==> config.mk <==
export PLATFORM = sky130hd
export DESIGN_NAME = rr_bus_arbiter_flat
export DESIGN_NICKNAME = d
export VERILOG_FILES = /design/src/rtl/rr_bus_arbiter_pkg.sv /design/src/rtl/rr_bus_arbiter_if.sv /design/src/rtl/rr_bus_arbiter_pick.sv /design/src/rtl/rr_bus_arbiter.sv /design/src/flat_wrapper.sv
export SDC_FILE = /design/constraint.sdc
export NUM_CORES = 1
export LEC_CHECK = 0
export CORE_AREA = 2 2 197 199
export CTS_BUF_LIST = sky130_fd_sc_hd__clkbuf_16
export CTS_CLUSTER_DIAMETER = 40
export DETAILED_ROUTE_END_ITERATION = 12
export DIE_AREA = 0 0 199 201
export GPL_TIMING_DRIVEN = 0
export PLACE_DENSITY_LB_ADDON = 0.2
export REMOVE_ABC_BUFFERS = 1
export SLEW_MARGIN = 5
export SYNTH_ARGS = -nofsm -noshare
export SYNTH_HDL_FRONTEND = slang
export SYNTH_SLANG_ARGS = --single-unit
==> constraint.sdc <==
create_clock -name clk -period 2.5 [get_ports clk]
set_input_delay 0.5 -clock clk [delete_from_list [all_inputs] [get_ports clk]]
set_output_delay 0.5 -clock clk [all_outputs]
set_load 0.01 [all_outputs]
==> src/rtl/rr_bus_arbiter_pkg.sv <==
// Shared types and sizing helpers for the round-robin bus arbiter.
package rr_bus_arbiter_pkg;

  typedef enum logic {ARB_IDLE, ARB_OWNED} arb_state_t;

  // Index width for n entries; never below one bit so single-bit ports stay legal.
  function automatic int unsigned idx_w(input int unsigned n);
    return (n <= 2) ? 1 : $clog2(n);
  endfunction

endpackage

==> src/rtl/rr_bus_arbiter_if.sv <==
// Master-facing and slave-facing bus signals of the arbiter, bundled as one interface.
interface rr_bus_arbiter_if
  import rr_bus_arbiter_pkg::*;
#(
  parameter int unsigned M_W = 4
) ();
  localparam int unsigned IDX_W = idx_w(M_W);

  logic [M_W-1:0]        bus_req;
  logic [M_W-1:0]        bus_lock;
  logic [M_W-1:0]        bus_grant;
  logic [IDX_W-1:0]      owner_idx;
  logic                  bus_busy;
  logic [M_W-1:0][31:0]  addr_m;
  logic [M_W-1:0][31:0]  rd_m;
  logic [M_W-1:0][31:0]  wd_m;
  logic [M_W-1:0]        we_m;
  logic [M_W-1:0][1:0]   size_m;
  logic [31:0]           addr_f;
  logic [31:0]           rd_f;
  logic [31:0]           wd_f;
  logic                  we_f;
  logic [1:0]            size_f;

  // Arbiter view.
  modport slave (
    input  bus_req, bus_lock, addr_m, wd_m, we_m, size_m, rd_f,
    output bus_grant, owner_idx, bus_busy, rd_m, addr_f, wd_f, we_f, size_f
  );

  // Masters plus slave fabric view.
  modport master (
    output bus_req, bus_lock, addr_m, wd_m, we_m, size_m, rd_f,
    input  bus_grant, owner_idx, bus_busy, rd_m, addr_f, wd_f, we_f, size_f
  );

endinterface

==> src/rtl/rr_bus_arbiter_pick.sv <==
// Rotating priority search: first set request after start_i, wrapping, start_i itself last.
module rr_bus_arbiter_pick
  import rr_bus_arbiter_pkg::*;
#(
  parameter int unsigned M_W = 4,
  localparam int unsigned IDX_W = idx_w(M_W)
) (
  input  logic [M_W-1:0]   req_i,
  input  logic [IDX_W-1:0] start_i,
  output logic             found_o,
  output logic [IDX_W-1:0] idx_o
);

  int unsigned j;

  always_comb begin
    found_o = 1'b0;
    idx_o   = '0;
    j       = 0;
    for (int unsigned k = 1; k <= M_W; k++) begin
      j = (32'(start_i) + k) % M_W;
      if (!found_o && req_i[j[IDX_W-1:0]]) begin
        found_o = 1'b1;
        idx_o   = j[IDX_W-1:0];
      end
    end
  end

endmodule

==> src/rtl/rr_bus_arbiter.sv <==
// N-master round-robin arbiter with owner lock, bounded unlocked tenure and slave-side mux.
module rr_bus_arbiter
  import rr_bus_arbiter_pkg::*;
#(
  parameter int unsigned M_W      = 4,
  parameter int unsigned MAX_HOLD = 8
) (
  input  logic           clk,
  input  logic           rst,
  rr_bus_arbiter_if.slave bus
);

  localparam int unsigned IDX_W  = idx_w(M_W);
  localparam int unsigned HOLD_W = idx_w(MAX_HOLD + 1);

  arb_state_t        state_q, state_d;
  logic [IDX_W-1:0]  owner_q, owner_d;
  logic [IDX_W-1:0]  ptr_q, ptr_d;
  logic [HOLD_W-1:0] hold_q, hold_d;
  logic [M_W-1:0]    grant_q, grant_d;

  logic              pick_found;
  logic [IDX_W-1:0]  pick_idx;
  logic [M_W-1:0]    owner_mask;
  logic              others_req;
  logic              hold_ok;
  logic              keep;

  // ptr tracks the owner while OWNED, so one picker serves both idle arbitration and handover.
  rr_bus_arbiter_pick #(.M_W(M_W)) u_pick (
    .req_i   (bus.bus_req),
    .start_i (ptr_q),
    .found_o (pick_found),
    .idx_o   (pick_idx)
  );

  always_comb begin
    owner_mask          = '0;
    owner_mask[owner_q] = 1'b1;
    others_req = |(bus.bus_req & ~owner_mask);
    hold_ok    = (MAX_HOLD == 0) || ((32'(hold_q) + 1) < MAX_HOLD);
    keep       = (state_q == ARB_OWNED) && bus.bus_req[owner_q] &&
                 (bus.bus_lock[owner_q] || !others_req || hold_ok);
  end

  always_comb begin
    state_d = state_q;
    owner_d = owner_q;
    ptr_d   = ptr_q;
    hold_d  = hold_q;
    grant_d = grant_q;
    if (keep) begin
      if (hold_q != '1) hold_d = hold_q + 1'b1;
    end else if (pick_found) begin
      state_d           = ARB_OWNED;
      owner_d           = pick_idx;
      ptr_d             = pick_idx;
      hold_d            = '0;
      grant_d           = '0;
      grant_d[pick_idx] = 1'b1;
    end else begin
      state_d = ARB_IDLE;
      grant_d = '0;
    end
  end

  always_ff @(posedge clk) begin
    if (rst) begin
      state_q <= ARB_IDLE;
      owner_q <= '0;
      ptr_q   <= IDX_W'(M_W - 1);
      hold_q  <= '0;
      grant_q <= '0;
    end else begin
      state_q <= state_d;
      owner_q <= owner_d;
      ptr_q   <= ptr_d;
      hold_q  <= hold_d;
      grant_q <= grant_d;
    end
  end

  assign bus.bus_grant = grant_q;
  assign bus.bus_busy  = (state_q == ARB_OWNED);
  assign bus.owner_idx = owner_q;
  assign bus.rd_m      = {M_W{bus.rd_f}};

  always_comb begin
    bus.addr_f = '0;
    bus.wd_f   = '0;
    bus.size_f = '0;
    bus.we_f   = 1'b0;
    if (state_q == ARB_OWNED) begin
      bus.addr_f = bus.addr_m[owner_q];
      bus.wd_f   = bus.wd_m[owner_q];
      bus.size_f = bus.size_m[owner_q];
      bus.we_f   = bus.we_m[owner_q];
    end
  end

endmodule

==> src/flat_wrapper.sv <==
// flat-port wrapper written by rule: the top's interface ports become plain ports
module rr_bus_arbiter_flat import rr_bus_arbiter_pkg::*;
#(
  parameter int unsigned M_W      = 4,
  parameter int unsigned MAX_HOLD = 8
)
  (clk, rst, bus_bus_req, bus_bus_lock, bus_addr_m, bus_wd_m, bus_we_m, bus_size_m, bus_rd_f, bus_bus_grant, bus_owner_idx, bus_bus_busy, bus_rd_m, bus_addr_f, bus_wd_f, bus_we_f, bus_size_f);
  rr_bus_arbiter_if #(.M_W(M_W)) bus_i ();
  input  logic clk;
  input  logic rst;
  input wire logic [$bits(bus_i.bus_req)-1:0] bus_bus_req;
  input wire logic [$bits(bus_i.bus_lock)-1:0] bus_bus_lock;
  input wire logic [$bits(bus_i.addr_m)-1:0] bus_addr_m;
  input wire logic [$bits(bus_i.wd_m)-1:0] bus_wd_m;
  input wire logic [$bits(bus_i.we_m)-1:0] bus_we_m;
  input wire logic [$bits(bus_i.size_m)-1:0] bus_size_m;
  input wire logic [$bits(bus_i.rd_f)-1:0] bus_rd_f;
  output wire logic [$bits(bus_i.bus_grant)-1:0] bus_bus_grant;
  output wire logic [$bits(bus_i.owner_idx)-1:0] bus_owner_idx;
  output wire logic [$bits(bus_i.bus_busy)-1:0] bus_bus_busy;
  output wire logic [$bits(bus_i.rd_m)-1:0] bus_rd_m;
  output wire logic [$bits(bus_i.addr_f)-1:0] bus_addr_f;
  output wire logic [$bits(bus_i.wd_f)-1:0] bus_wd_f;
  output wire logic [$bits(bus_i.we_f)-1:0] bus_we_f;
  output wire logic [$bits(bus_i.size_f)-1:0] bus_size_f;
  assign bus_i.bus_req = bus_bus_req;
  assign bus_i.bus_lock = bus_bus_lock;
  assign bus_i.addr_m = bus_addr_m;
  assign bus_i.wd_m = bus_wd_m;
  assign bus_i.we_m = bus_we_m;
  assign bus_i.size_m = bus_size_m;
  assign bus_i.rd_f = bus_rd_f;
  assign bus_bus_grant = bus_i.bus_grant;
  assign bus_owner_idx = bus_i.owner_idx;
  assign bus_bus_busy = bus_i.bus_busy;
  assign bus_rd_m = bus_i.rd_m;
  assign bus_addr_f = bus_i.addr_f;
  assign bus_wd_f = bus_i.wd_f;
  assign bus_we_f = bus_i.we_f;
  assign bus_size_f = bus_i.size_f;
  rr_bus_arbiter #(.M_W(M_W), .MAX_HOLD(MAX_HOLD)) u_core (.clk(clk), .rst(rst), .bus(bus_i));
endmodule
==> out/results.tsv <==
metric	value	unit
status	finished clean	
multi-input logic area	2492	um2
CP max stage cell	mux4_2	
Avg WL per Cell	25.01	um
post-synthesis sequential area ratio	0.06856	
Synth Flop Type	dfxtp_1	
most frequent cells in the layout	278 x clkdlybuf4s50_1, 68 x mux4_2, 65 x and2_1	
Root Buffer	clkbuf_16	
mapped cell area	3796	um2
CP arrival	1.95	ns
slowest cell delay on critical path	0.47	ns
Setup CP Type	register to primary output	
setup violators final	0	
fin crit share	0.9794	
leak pwr	0.002688	uW
Synth Area in Simple Gates	0.1651	
core area	38110	um2
TritonCTS clock tree	built	
GRT Total Usage	0.1309	
EDFF count, synth	0	
Port Buffers	351	
Pwr Density	311.7	nW/um2
CTS H-Tree Depth	1	
dpl cells	1092	
vias in the first global route	4210	
clock skew	0.003163	ns
Max-slew headroom	0.5691	
CP endpoint kind	primary output	
# Max-Cap Violations	0	
Die H	201	um
CP required	2.00	ns
largest net degree at the start of global routing	45	
initial antenna violation count	7	
total wire length	28290	um
Slew @ Worst Pin	0.6443	ns
Worst setup SP type	register	
Post-Synth Adder-Cell Area	0.003296	
flops & latches, synth	13	
layout cells sized above 1	0.2239	
combinational family with the most area after synthesis	multiplexers	
routability cong.	0.7614	
Residual DRC	0	
Worst VDD drop	196.5	uV
Mapped Cells	378	
worst-path cell chain	buf_12 -> bufbuf_16 -> mux4_2 -> and2_1 -> dlygate4sd2_1	
die area	40000	um2
total gr overflow	0	
worst-path fanout max	5	
worst hold margin	0.4759	ns
Tmin final	2.448	ns
commonest non-fill, non-tap cell in the layout	clkdlybuf4s50_1	
clk buf depth	2	
Post-Synth XOR/XNOR Area	0	
Worst Path Buf+Inv	3	
vias after detailed routing	4126	
Chip Width	199	um
Nets	924	
syn avg cell area	10.04	um2
Synth top area share	0.4034	
Hold Vio Cnt, Final	0	
count of cell types in the netlist	41	
row count	72	
post-synthesis compound-gate area fraction	0.05636	
Iteration-0 DRC Markers	160	
Final Max Slew Viols	0	
Vias/cell	3.648	
Clock Pin Slew Worst Setup and Hold Paths	0.05	ns
first-pass GRT wire length	36010	um
top cells by area, synth	mux4_2 40%, buf_4 26%, and2_1 11%	
Fillers	4208	
unrepaired setup endpoints after global routing	yes	
CP top delay family	buffers and inverters	
multiplexer share of the synthesized area	0.4150	
clock sink count	13	
Final ANT Viol Nets	0	
top cell type by total area after synthesis	mux4_2	
TritonCTS Buffers	3	
First-pass DRT Iterations	7	
Clk Latency, worst-skew pair	0.24	ns
Worst Hold Class	register to register	
Area growth syn-to-layout	99.01	%
Synth Warn #	0	
I/O pin total	512	
final cell count without fillers	1131	
Final Core Density	0.1983	
Initial Util	0.09962	
register area	271.5	um2
maximum operating frequency	0.4084	GHz
asr flop ratio synth	0	
Detailed Place HPWL	21960	um
==> through the flow <==
stage	setup WS, ns	TNS [ns]	total power, uW	area, um2
global placement	-4.098	-310.70	1919	6858
detailed placement	-0.6964	-29.45	1846	6924
CTS	-0.07581	-0.1429	2336	7382
floorplan	-2.011	-146.08	981.0	2696
finish	0.05152	0	2355	7555
global route	-0.008822	-0.01407	2504	7555
==> where the power goes <==
| group | total [uW] | switching (uW) | internal, uW |
|---|---|---|---|
| logic | 1790 | 616 | 1180 |
| clock network | 300 | 89.4 | 211 |
| registers | 261 | 33.6 | 228 |
| total | 2350 | 739 | 1620 |
==> routing by layer <==
| layer | share of wire | global-route usage |
|---|---|---|
| met1 | 0.39 | 0.1494 |
| met2 | 0.44 | 0.2025 |
| met5 | 0.0093 | 0.05432 |
| met4 | 0.015 | 0.01626 |
| met3 | 0.15 | 0.08703 |
==> logic make-up after synthesis <==
family | after synthesis
buffers and inverters | 159
DFF | 13
muxes | 72
and+or+nand+nor | 105
AOI/OAI and AO/OA | 28
adders and majority gates | 1
==> registers in the layout, summed over array words and instances (netlist names) <==
| register | cells |
|---|---|
| u_core.bus.bus_busy | 1 |
| u_core.bus.bus_grant | 4 |
| u_core.bus.owner_idx | 2 |
| u_core.hold_q | 4 |
| u_core.ptr_q | 2 |
==> synth_stat cells, drive strengths merged, types with 2 or more instances <==
master	number
nand2b	4
inv	2
a2111oi	2
and3	2
clkbuf	14
a21oi	9
a2bb2oi	2
a2111o	2
nor3	2
mux2	3
dfxtp	13
nand3	7
buf	143
nor2	5
nand2	8
nand4	3
o211ai	2
mux4	68
a31oi	2
and2	68
==> layout make-up <==
cell class                 instances  share of cell area
antenna                            1           0.0003312
tap                              518             0.08579
timing repair buffer             387              0.5366
clock buffer                       3            0.009937
clock inverter                     1           0.0004969
inverter                           2           0.0009937
multi-input combinational        206              0.3299
sequential                        13             0.03594
==> final timing paths <==
check                                from                 endpoint  slack, ns  depth (start not counted)
setup reg to reg  u_core.bus.owner_idx[0]         u_core.hold_q[3]       0.06                         11
setup / recovery  u_core.bus.owner_idx[0]             bus_wd_f[17]       0.05                          5
hold / removal    u_core.bus.bus_grant[0]  u_core.bus.bus_grant[0]       0.48                          2
hold reg to reg   u_core.bus.bus_grant[0]  u_core.bus.bus_grant[0]       0.48                          2
==> worst reg2reg max path: stages, from the launching register on <==
cell and delay [ns]:
dfxtp_4 0.35, buf_12 0.15, buf_16 0.14, buf_4 0.13, buf_4 0.14, or4b_4 0.53
a2bb2oi_2 0.15, nand4_1 0.12, buf_6 0.12, buf_6 0.11, nand2_2 0.08, a2111oi_4 0.32
==> repair_timing <==
item                                    4_1_cts  5_1_grt
pin swaps                                     1        1
buffers inserted                             20        6
gates cloned                                  6        2
endpoints found under the setup margin       79       31
hold buffers                                  0        0
gates resized for setup                     118       32
Note: power is estimated with default switching activity, not from simulation.
